## src/rtl/histogram_edge_scanner.sv

```systemverilog
// Acquires a histogram through the recorder CSR, scans one channel's bins for the first
// rising edge and optionally commits that bin as coincidence point and requests realignment.
module histogram_edge_scanner #(
    parameter int CHANNEL_COUNT        = 2,
    parameter int SAMPLE_COUNTER_WIDTH = 8,
    parameter int SUM_WIDTH            = 12,
    parameter int TIMEOUT_CYCLES       = 1000000,
    localparam int MUXSEL_WIDTH        = (CHANNEL_COUNT > 1) ? $clog2(CHANNEL_COUNT) : 1
) (
    input  logic                            sysClk,
    input  logic                            sysReset,
    input  logic                            start,
    input  logic [MUXSEL_WIDTH-1:0]         channel,
    input  logic [SUM_WIDTH-1:0]            threshold,
    input  logic                            autoCommit,
    output logic                            csrStrobe,
    output logic [31:0]                     csrGPIO_OUT,
    input  logic [31:0]                     csrStatus,
    output logic                            busy,
    output logic                            done,
    output logic                            edgeFound,
    output logic [SAMPLE_COUNTER_WIDTH-1:0] edgeAddress,
    output logic                            timeoutError
);

    localparam int SCW   = SAMPLE_COUNTER_WIDTH;
    localparam int SW    = SUM_WIDTH;
    localparam int MW    = MUXSEL_WIDTH;
    localparam int TMO_W = $clog2(TIMEOUT_CYCLES + 1);

    localparam logic [31:0]      CMD_KICK    = 32'h8000_0000;
    localparam logic [31:0]      CMD_COMMIT  = 32'h4000_0000;
    localparam logic [31:0]      CMD_REALIGN = 32'h2000_0000;
    localparam logic [SCW-1:0]   LAST_BIN    = {SCW{1'b1}};
    localparam logic [SCW-1:0]   FIRST_BIN   = {SCW{1'b0}};
    localparam logic [TMO_W-1:0] TMO_ZERO    = {TMO_W{1'b0}};
    localparam logic [TMO_W-1:0] TMO_LAST    = TMO_W'(TIMEOUT_CYCLES - 1);

    typedef enum logic [3:0] {
        ST_IDLE          = 4'd0,
        ST_KICK          = 4'd1,
        ST_WAIT_BUSY_SET = 4'd2,
        ST_WAIT_BUSY_CLR = 4'd3,
        ST_SET_ADDR      = 4'd4,
        ST_WAIT_RB       = 4'd5,
        ST_EVAL          = 4'd6,
        ST_COMMIT        = 4'd7,
        ST_REALIGN       = 4'd8,
        ST_FINISH        = 4'd9
    } state_t;

    function automatic logic [31:0] addr_cmd(input logic [MW-1:0] ch, input logic [SCW-1:0] bin);
        logic [31:0] w;
        w           = 32'h0000_0000;
        w[24 +: MW] = ch;
        w[0 +: SCW] = bin;
        return w;
    endfunction

    function automatic logic [31:0] commit_cmd(input logic [SCW-1:0] bin);
        logic [31:0] w;
        w           = CMD_COMMIT;
        w[0 +: SCW] = bin;
        return w;
    endfunction

    state_t           state_q, state_d;
    logic [MW-1:0]    channel_q, channel_d;
    logic [SW-1:0]    threshold_q, threshold_d;
    logic             auto_q, auto_d;
    logic [SCW-1:0]   k_q, k_d;
    logic [SW-1:0]    value_q, value_d;
    logic             high0_q, high0_d;
    logic             prev_q, prev_d;
    logic             realign_arm_q, realign_arm_d;
    logic [TMO_W-1:0] tmo_q, tmo_d;
    logic             strobe_q, strobe_d;
    logic [31:0]      gpio_q, gpio_d;
    logic             busy_q, busy_d;
    logic             done_q, done_d;
    logic             edge_q, edge_d;
    logic [SCW-1:0]   edge_addr_q, edge_addr_d;
    logic             tmo_err_q, tmo_err_d;

    logic             st_busy_s;
    logic [MW-1:0]    st_mux_s;
    logic [SCW-1:0]   st_addr_s;
    logic [SW-1:0]    st_val_s;
    logic             unused_status_s;
    logic             high_s, last_s, rise_s, wrap_s, found_s, tmo_hit_s, rb_match_s;
    logic [SCW-1:0]   commit_addr_s;

    assign st_busy_s       = csrStatus[31];
    assign st_mux_s        = csrStatus[24 +: MW];
    assign st_addr_s       = csrStatus[SW +: SCW];
    assign st_val_s        = csrStatus[0 +: SW];
    assign unused_status_s = ^csrStatus;

    assign high_s    = (value_q >= threshold_q);
    assign last_s    = (k_q == LAST_BIN);
    assign rise_s    = (k_q != FIRST_BIN) && !prev_q && high_s && !edge_q;
    // Bin 0 only counts as the edge when nothing in 1..last rose and the histogram wraps low->high.
    assign wrap_s    = last_s && !edge_q && !rise_s && !high_s && high0_q;
    assign found_s   = edge_q || rise_s || wrap_s;
    assign commit_addr_s = rise_s ? k_q : (wrap_s ? FIRST_BIN : edge_addr_q);
    assign tmo_hit_s = (tmo_q == TMO_LAST);
    // The first cycle of WAIT_RB is skipped so a match left over from an older read is never taken.
    assign rb_match_s = (tmo_q != TMO_ZERO) && (st_addr_s == k_q) && (st_mux_s == channel_q);

    // Next-state, CSR command and result computation.
    always_comb begin
        state_d       = state_q;
        channel_d     = channel_q;
        threshold_d   = threshold_q;
        auto_d        = auto_q;
        k_d           = k_q;
        value_d       = value_q;
        high0_d       = high0_q;
        prev_d        = prev_q;
        realign_arm_d = 1'b0;
        tmo_d         = tmo_q;
        strobe_d      = 1'b0;
        gpio_d        = gpio_q;
        edge_d        = edge_q;
        edge_addr_d   = edge_addr_q;
        tmo_err_d     = tmo_err_q;

        case (state_q)
            ST_IDLE: begin
                if (start) begin
                    channel_d   = channel;
                    threshold_d = threshold;
                    auto_d      = autoCommit;
                    edge_d      = 1'b0;
                    edge_addr_d = FIRST_BIN;
                    tmo_err_d   = 1'b0;
                    strobe_d    = 1'b1;
                    gpio_d      = CMD_KICK;
                    state_d     = ST_KICK;
                end else begin
                    state_d = ST_IDLE;
                end
            end
            ST_KICK: begin
                tmo_d   = TMO_ZERO;
                state_d = ST_WAIT_BUSY_SET;
            end
            ST_WAIT_BUSY_SET: begin
                if (st_busy_s) begin
                    tmo_d   = TMO_ZERO;
                    state_d = ST_WAIT_BUSY_CLR;
                end else if (tmo_hit_s) begin
                    tmo_err_d = 1'b1;
                    edge_d    = 1'b0;
                    state_d   = ST_FINISH;
                end else begin
                    tmo_d = tmo_q + 1'b1;
                end
            end
            ST_WAIT_BUSY_CLR: begin
                if (!st_busy_s) begin
                    k_d      = FIRST_BIN;
                    strobe_d = 1'b1;
                    gpio_d   = addr_cmd(channel_q, FIRST_BIN);
                    state_d  = ST_SET_ADDR;
                end else if (tmo_hit_s) begin
                    tmo_err_d = 1'b1;
                    edge_d    = 1'b0;
                    state_d   = ST_FINISH;
                end else begin
                    tmo_d = tmo_q + 1'b1;
                end
            end
            ST_SET_ADDR: begin
                tmo_d   = TMO_ZERO;
                state_d = ST_WAIT_RB;
            end
            ST_WAIT_RB: begin
                if (rb_match_s) begin
                    value_d = st_val_s;
                    state_d = ST_EVAL;
                end else if (tmo_hit_s) begin
                    tmo_err_d = 1'b1;
                    edge_d    = 1'b0;
                    state_d   = ST_FINISH;
                end else begin
                    tmo_d = tmo_q + 1'b1;
                end
            end
            ST_EVAL: begin
                prev_d = high_s;
                if (k_q == FIRST_BIN) begin
                    high0_d = high_s;
                end else begin
                    high0_d = high0_q;
                end
                if (rise_s || wrap_s) begin
                    edge_d      = 1'b1;
                    edge_addr_d = commit_addr_s;
                end else begin
                    edge_d = edge_q;
                end
                if (!last_s) begin
                    k_d      = k_q + 1'b1;
                    strobe_d = 1'b1;
                    gpio_d   = addr_cmd(channel_q, k_q + 1'b1);
                    state_d  = ST_SET_ADDR;
                end else if (found_s && auto_q) begin
                    strobe_d = 1'b1;
                    gpio_d   = commit_cmd(commit_addr_s);
                    state_d  = ST_COMMIT;
                end else begin
                    state_d = ST_FINISH;
                end
            end
            ST_COMMIT: begin
                state_d = ST_REALIGN;
            end
            // First REALIGN cycle is a gap so the commit and realign strobes never touch.
            ST_REALIGN: begin
                if (!realign_arm_q) begin
                    realign_arm_d = 1'b1;
                    strobe_d      = 1'b1;
                    gpio_d        = CMD_REALIGN;
                    state_d       = ST_REALIGN;
                end else begin
                    state_d = ST_FINISH;
                end
            end
            ST_FINISH: begin
                state_d = ST_IDLE;
            end
            default: begin
                state_d = ST_IDLE;
            end
        endcase

        busy_d = (state_d != ST_IDLE) && (state_d != ST_FINISH);
        done_d = (state_d == ST_FINISH);
    end

    // State and registered outputs; reset drops everything, including any pending strobe.
    always_ff @(posedge sysClk) begin
        if (sysReset) begin
            state_q       <= ST_IDLE;
            channel_q     <= {MW{1'b0}};
            threshold_q   <= {SW{1'b0}};
            auto_q        <= 1'b0;
            k_q           <= FIRST_BIN;
            value_q       <= {SW{1'b0}};
            high0_q       <= 1'b0;
            prev_q        <= 1'b0;
            realign_arm_q <= 1'b0;
            tmo_q         <= TMO_ZERO;
            strobe_q      <= 1'b0;
            gpio_q        <= 32'h0000_0000;
            busy_q        <= 1'b0;
            done_q        <= 1'b0;
            edge_q        <= 1'b0;
            edge_addr_q   <= FIRST_BIN;
            tmo_err_q     <= 1'b0;
        end else begin
            state_q       <= state_d;
            channel_q     <= channel_d;
            threshold_q   <= threshold_d;
            auto_q        <= auto_d;
            k_q           <= k_d;
            value_q       <= value_d;
            high0_q       <= high0_d;
            prev_q        <= prev_d;
            realign_arm_q <= realign_arm_d;
            tmo_q         <= tmo_d;
            strobe_q      <= strobe_d;
            gpio_q        <= gpio_d;
            busy_q        <= busy_d;
            done_q        <= done_d;
            edge_q        <= edge_d;
            edge_addr_q   <= edge_addr_d;
            tmo_err_q     <= tmo_err_d;
        end
    end

    assign csrStrobe    = strobe_q;
    assign csrGPIO_OUT  = gpio_q;
    assign busy         = busy_q;
    assign done         = done_q;
    assign edgeFound    = edge_q;
    assign edgeAddress  = edge_addr_q;
    assign timeoutError = tmo_err_q;

endmodule

```

## config.mk

```make
export PLATFORM = sky130hd
export DESIGN_NAME = histogram_edge_scanner
export DESIGN_NICKNAME = d
export VERILOG_FILES = /design/src/rtl/histogram_edge_scanner.sv
export SDC_FILE = /design/constraint.sdc
export NUM_CORES = 1
export LEC_CHECK = 0
export CAP_MARGIN = 20
export CELL_PAD_IN_SITES_DETAIL_PLACEMENT = 0
export CELL_PAD_IN_SITES_GLOBAL_PLACEMENT = 1
export CORE_ASPECT_RATIO = 0.7
export CORE_MARGIN = 4
export CORE_UTILIZATION = 35
export DETAILED_ROUTE_END_ITERATION = 16
export GPL_ROUTABILITY_DRIVEN = 0
export PLACE_DENSITY = 0.8
export SKIP_CTS_REPAIR_TIMING = 1
export SLEW_MARGIN = 20
export SYNTH_ARGS = -nofsm -noshare
export SYNTH_HDL_FRONTEND = slang
export SYNTH_SLANG_ARGS = --single-unit
```

## constraint.sdc

```tcl
create_clock -name sysClk -period 2.3 [get_ports sysClk]
set_input_delay 0.345 -clock sysClk [delete_from_list [all_inputs] [get_ports sysClk]]
set_output_delay 0.345 -clock sysClk [all_outputs]
set_load 0.01 [all_outputs]
```

==> results.md <==
* Row count at 35
* Startpoint Class: flop
* Setup Skew at between 7 and 8 ps
* H-Tree Level Count at 3
* Fin crit share at 107%
* Avg Cell Area, Syn at around 8 sq um
* Crit path buf inv count at 1
* F_max at approximately 400 MHz
* CTS root buf: clkbuf_16
* Finished Cell Area at around 7000 sq um
* FF+latch area at 1740 sq um
* Tot GR Track Use at 17.2%
* Fraction of registers with async set/reset at 0%
* Setup crit end kind: flop
* DRT iter0 DRCs at between 300 and 400
* Synth top area cells: dfxtp_1 37%, nor2_1 5.0%, a21oi_1 4.9%, nand2_1 4.5%, ha_1 4.3%
* DIE HEIGHT at approximately 110 microns
* Max_slew headroom at approximately three fifths
* Yosys top cell area share at roughly 37%
* Synthesis warning total at 0
* Leak Pwr at 2.62 nW
* Nets at roughly 770
* Crit-path leading delay family: simple AND/OR/NAND/NOR gates
* Core area at between 10000 and 15000 sq um
* CTS Buffer Depth at 2
* Min-Delay Path Class: in -> reg
* DPL Wire Length at ~10000 microns
* Unrepaired setup endpoints after global routing: yes
* Critical Path AT at roughly 2700 ps
* Hold Path Origin: sysReset
* Number of global-route vias before repair at between 4k and 5k
* Final Hold Slack at 376 ps
* Max-cap violations at 0
* Final setup fails at 43
* First-pass GRT wire length at 21800 microns
* Final Hold Viols at 0
* Req. time, crit path at around 2600 ps
* Final Instance Count excl. Fillers at 897
* Clock latency on the worst-skew pair at approximately 350 ps
* Max Slew Vio Count at 0
* Area delta synth->final at 46.7%
* CTS tree: yes
* Setup ws final at -165 ps
* Mapped Cells at 580
* Clock slew at reported path FFs at roughly 70 ps
* Total number of vias at around 4.7k
* Worst-path fanout max at 4
* Starting density of the core at between 30 and 40%
* Min Tclk post-route at 2470 ps
* WL/cell at around 16 microns
* Worst path cell trace: nor4_2, nand4_1, nor4b_4, nor3_4, buf_12, or3_4, or3b_4, a21oi_2
* Flop and latch count out of synthesis at 86
* Critical path class: reg -> reg
* Most frequent cells in the layout: 74 x dfxtp_1, 74 x buf_4, 62 x clkdlybuf4s50_1, 55 x nand2_1, 49 x nor2_1
* Via density at about 5.2
* Failing checks: negative setup slack
* DP Area at 6000 sq um
* P per Cell Area at 568 nW/um^2
* Placed instance count at 872
* Die area at between 15000 and 20000 sq um
* Share of layout cells above drive strength 1 at 29.5%
* Overflow after GRT at 0
* IO Port Bufs at 63
* I/O pins at between 90 and 100
* Cell variety after synth at 62
* Register area share after synthesis at a little over a third
* CTS sink cnt at 86
* Synth Flop Type: dfxtp_1
* Die extent in x at 147 microns
* CTS Buf Count at 9
* Mapped cell area at 4710 sq um
* Post-Route WL at roughly 14000 microns
* Initial antenna violation count at 0
* Pwr Total at just under 4 mW
* Antenna fix cells at 0
* Multi-input gate area at 3180 sq um
* DRC at 0
* Worst-margin pin slew at between 500 and 600 ps
* Largest stage delay on the critical path at ~400 ps
* Post-synth EDFFs at 0
* Largest net degree at the start of global routing at 53
* Drt first pass iters at 5
* Filler cells at 1205
* Outcome: finished with violations
* Peak supply drop at 0.000382 V
* Slowest-stage cell, CP: nor4b_4
* Setup TNS at -2990 ps
* Synth area leader: dfxtp_1
* Critical Path Source: tmo_q[12]
* Antenna viol nets, final at 0
* FF-to-FF Start: tmo_q[12]
[per-layer routing]
layer  GRT usage (%)  wire (microns)  up-vias
li1                -               -     2285
met1            24.9            6690     2216
met2            24.7            6130      183
met3            4.72            1070       23
met4            5.50             260        0
met5               0               0        -
[logic make-up (layout without fill, tap and decap cells)]
group / count (synthesis) / after routing / share of synthesized area (%)
muxes: 14 / 14 / 3.00
buffers and inverters: 72 / 185 / 7.57
AOI/OAI and AO/OA: 141 / 141 / 19.5
xor gates and xnor gates: 23 / 23 / 4.28
adders and majority gates: 16 / 16 / 4.25
DFF: 86 / 86 / 36.6
other: 1 / 20 / 0.0796
and+or+nand+nor: 227 / 227 / 24.8
[cells in the mapped netlist (all sizes together), types with 2 or more instances]
| cell | instances |
|---|---|
| a211oi | 15 |
| a21o | 3 |
| a21oi | 46 |
| a22o | 9 |
| a22oi | 2 |
| a311oi | 6 |
| a31oi | 8 |
| a32o | 2 |
| and2 | 10 |
| and3 | 11 |
| and4 | 3 |
| buf | 29 |
| clkbuf | 24 |
| dfxtp | 86 |
| ha | 16 |
| inv | 19 |
| mux2i | 13 |
| nand2 | 56 |
| nand2b | 3 |
| nand3 | 17 |
| nand3b | 4 |
| nand4 | 12 |
| nand4b | 2 |
| nor2 | 63 |
| nor2b | 5 |
| nor3 | 16 |
| nor3b | 2 |
| nor4 | 7 |
| nor4b | 3 |
| o211ai | 4 |
| o21a | 5 |
| o21ai | 28 |
| or2 | 4 |
| or3 | 7 |
| xnor2 | 3 |
| xor2 | 20 |
[per-stage QoR]
stage / setup WS (ps) / utilization, %
3_3_place_gp: -268 / 45.5
2_1_floorplan: 25.5 / -
5_1_grt: -248 / 52.4
6_report: -165 / 52.4
4_1_cts: -366 / 48.0
3_5_place_dp: -330 / 45.5
[area by class of cell]
| class | count | area share [%] |
|---|---|---|
| clock buffer | 10 | 3.31 |
| sequential | 86 | 25.1 |
| multi-input combinational | 441 | 46.0 |
| tap | 185 | 3.35 |
| inverter | 19 | 1.03 |
| clock inverter | 6 | 1.36 |
| timing repair buffer | 150 | 19.8 |
[power by group]
part           leakage (nW)  internal (mW)  total [mW]  switching, mW
Combinational          1.76          0.349       0.738          0.390
Sequential            0.703           1.55        1.58         0.0388
Clock                 0.154          0.962        1.60          0.638
[state kept, by name, summed over array words and instances (netlist names)]
name	count
realign_arm_q	1
value_q	12
k_q	8
prev_q	1
high0_q	1
done	1
channel_q	1
edgeFound	1
auto_q	1
edgeAddress	8
csrStrobe	1
state_q	4
tmo_q	20
busy	1
timeoutError	1
threshold_q	12
csrGPIO_OUT	12
[worst paths after layout]
kind,to,slack [ps],cells past startpoint
max,timeoutError,-170,8
min,state_q[1],380,2
max reg2reg,timeoutError,-170,8
min reg2reg,threshold_q[11],450,2
Note: power is estimated with default switching activity, not from simulation.
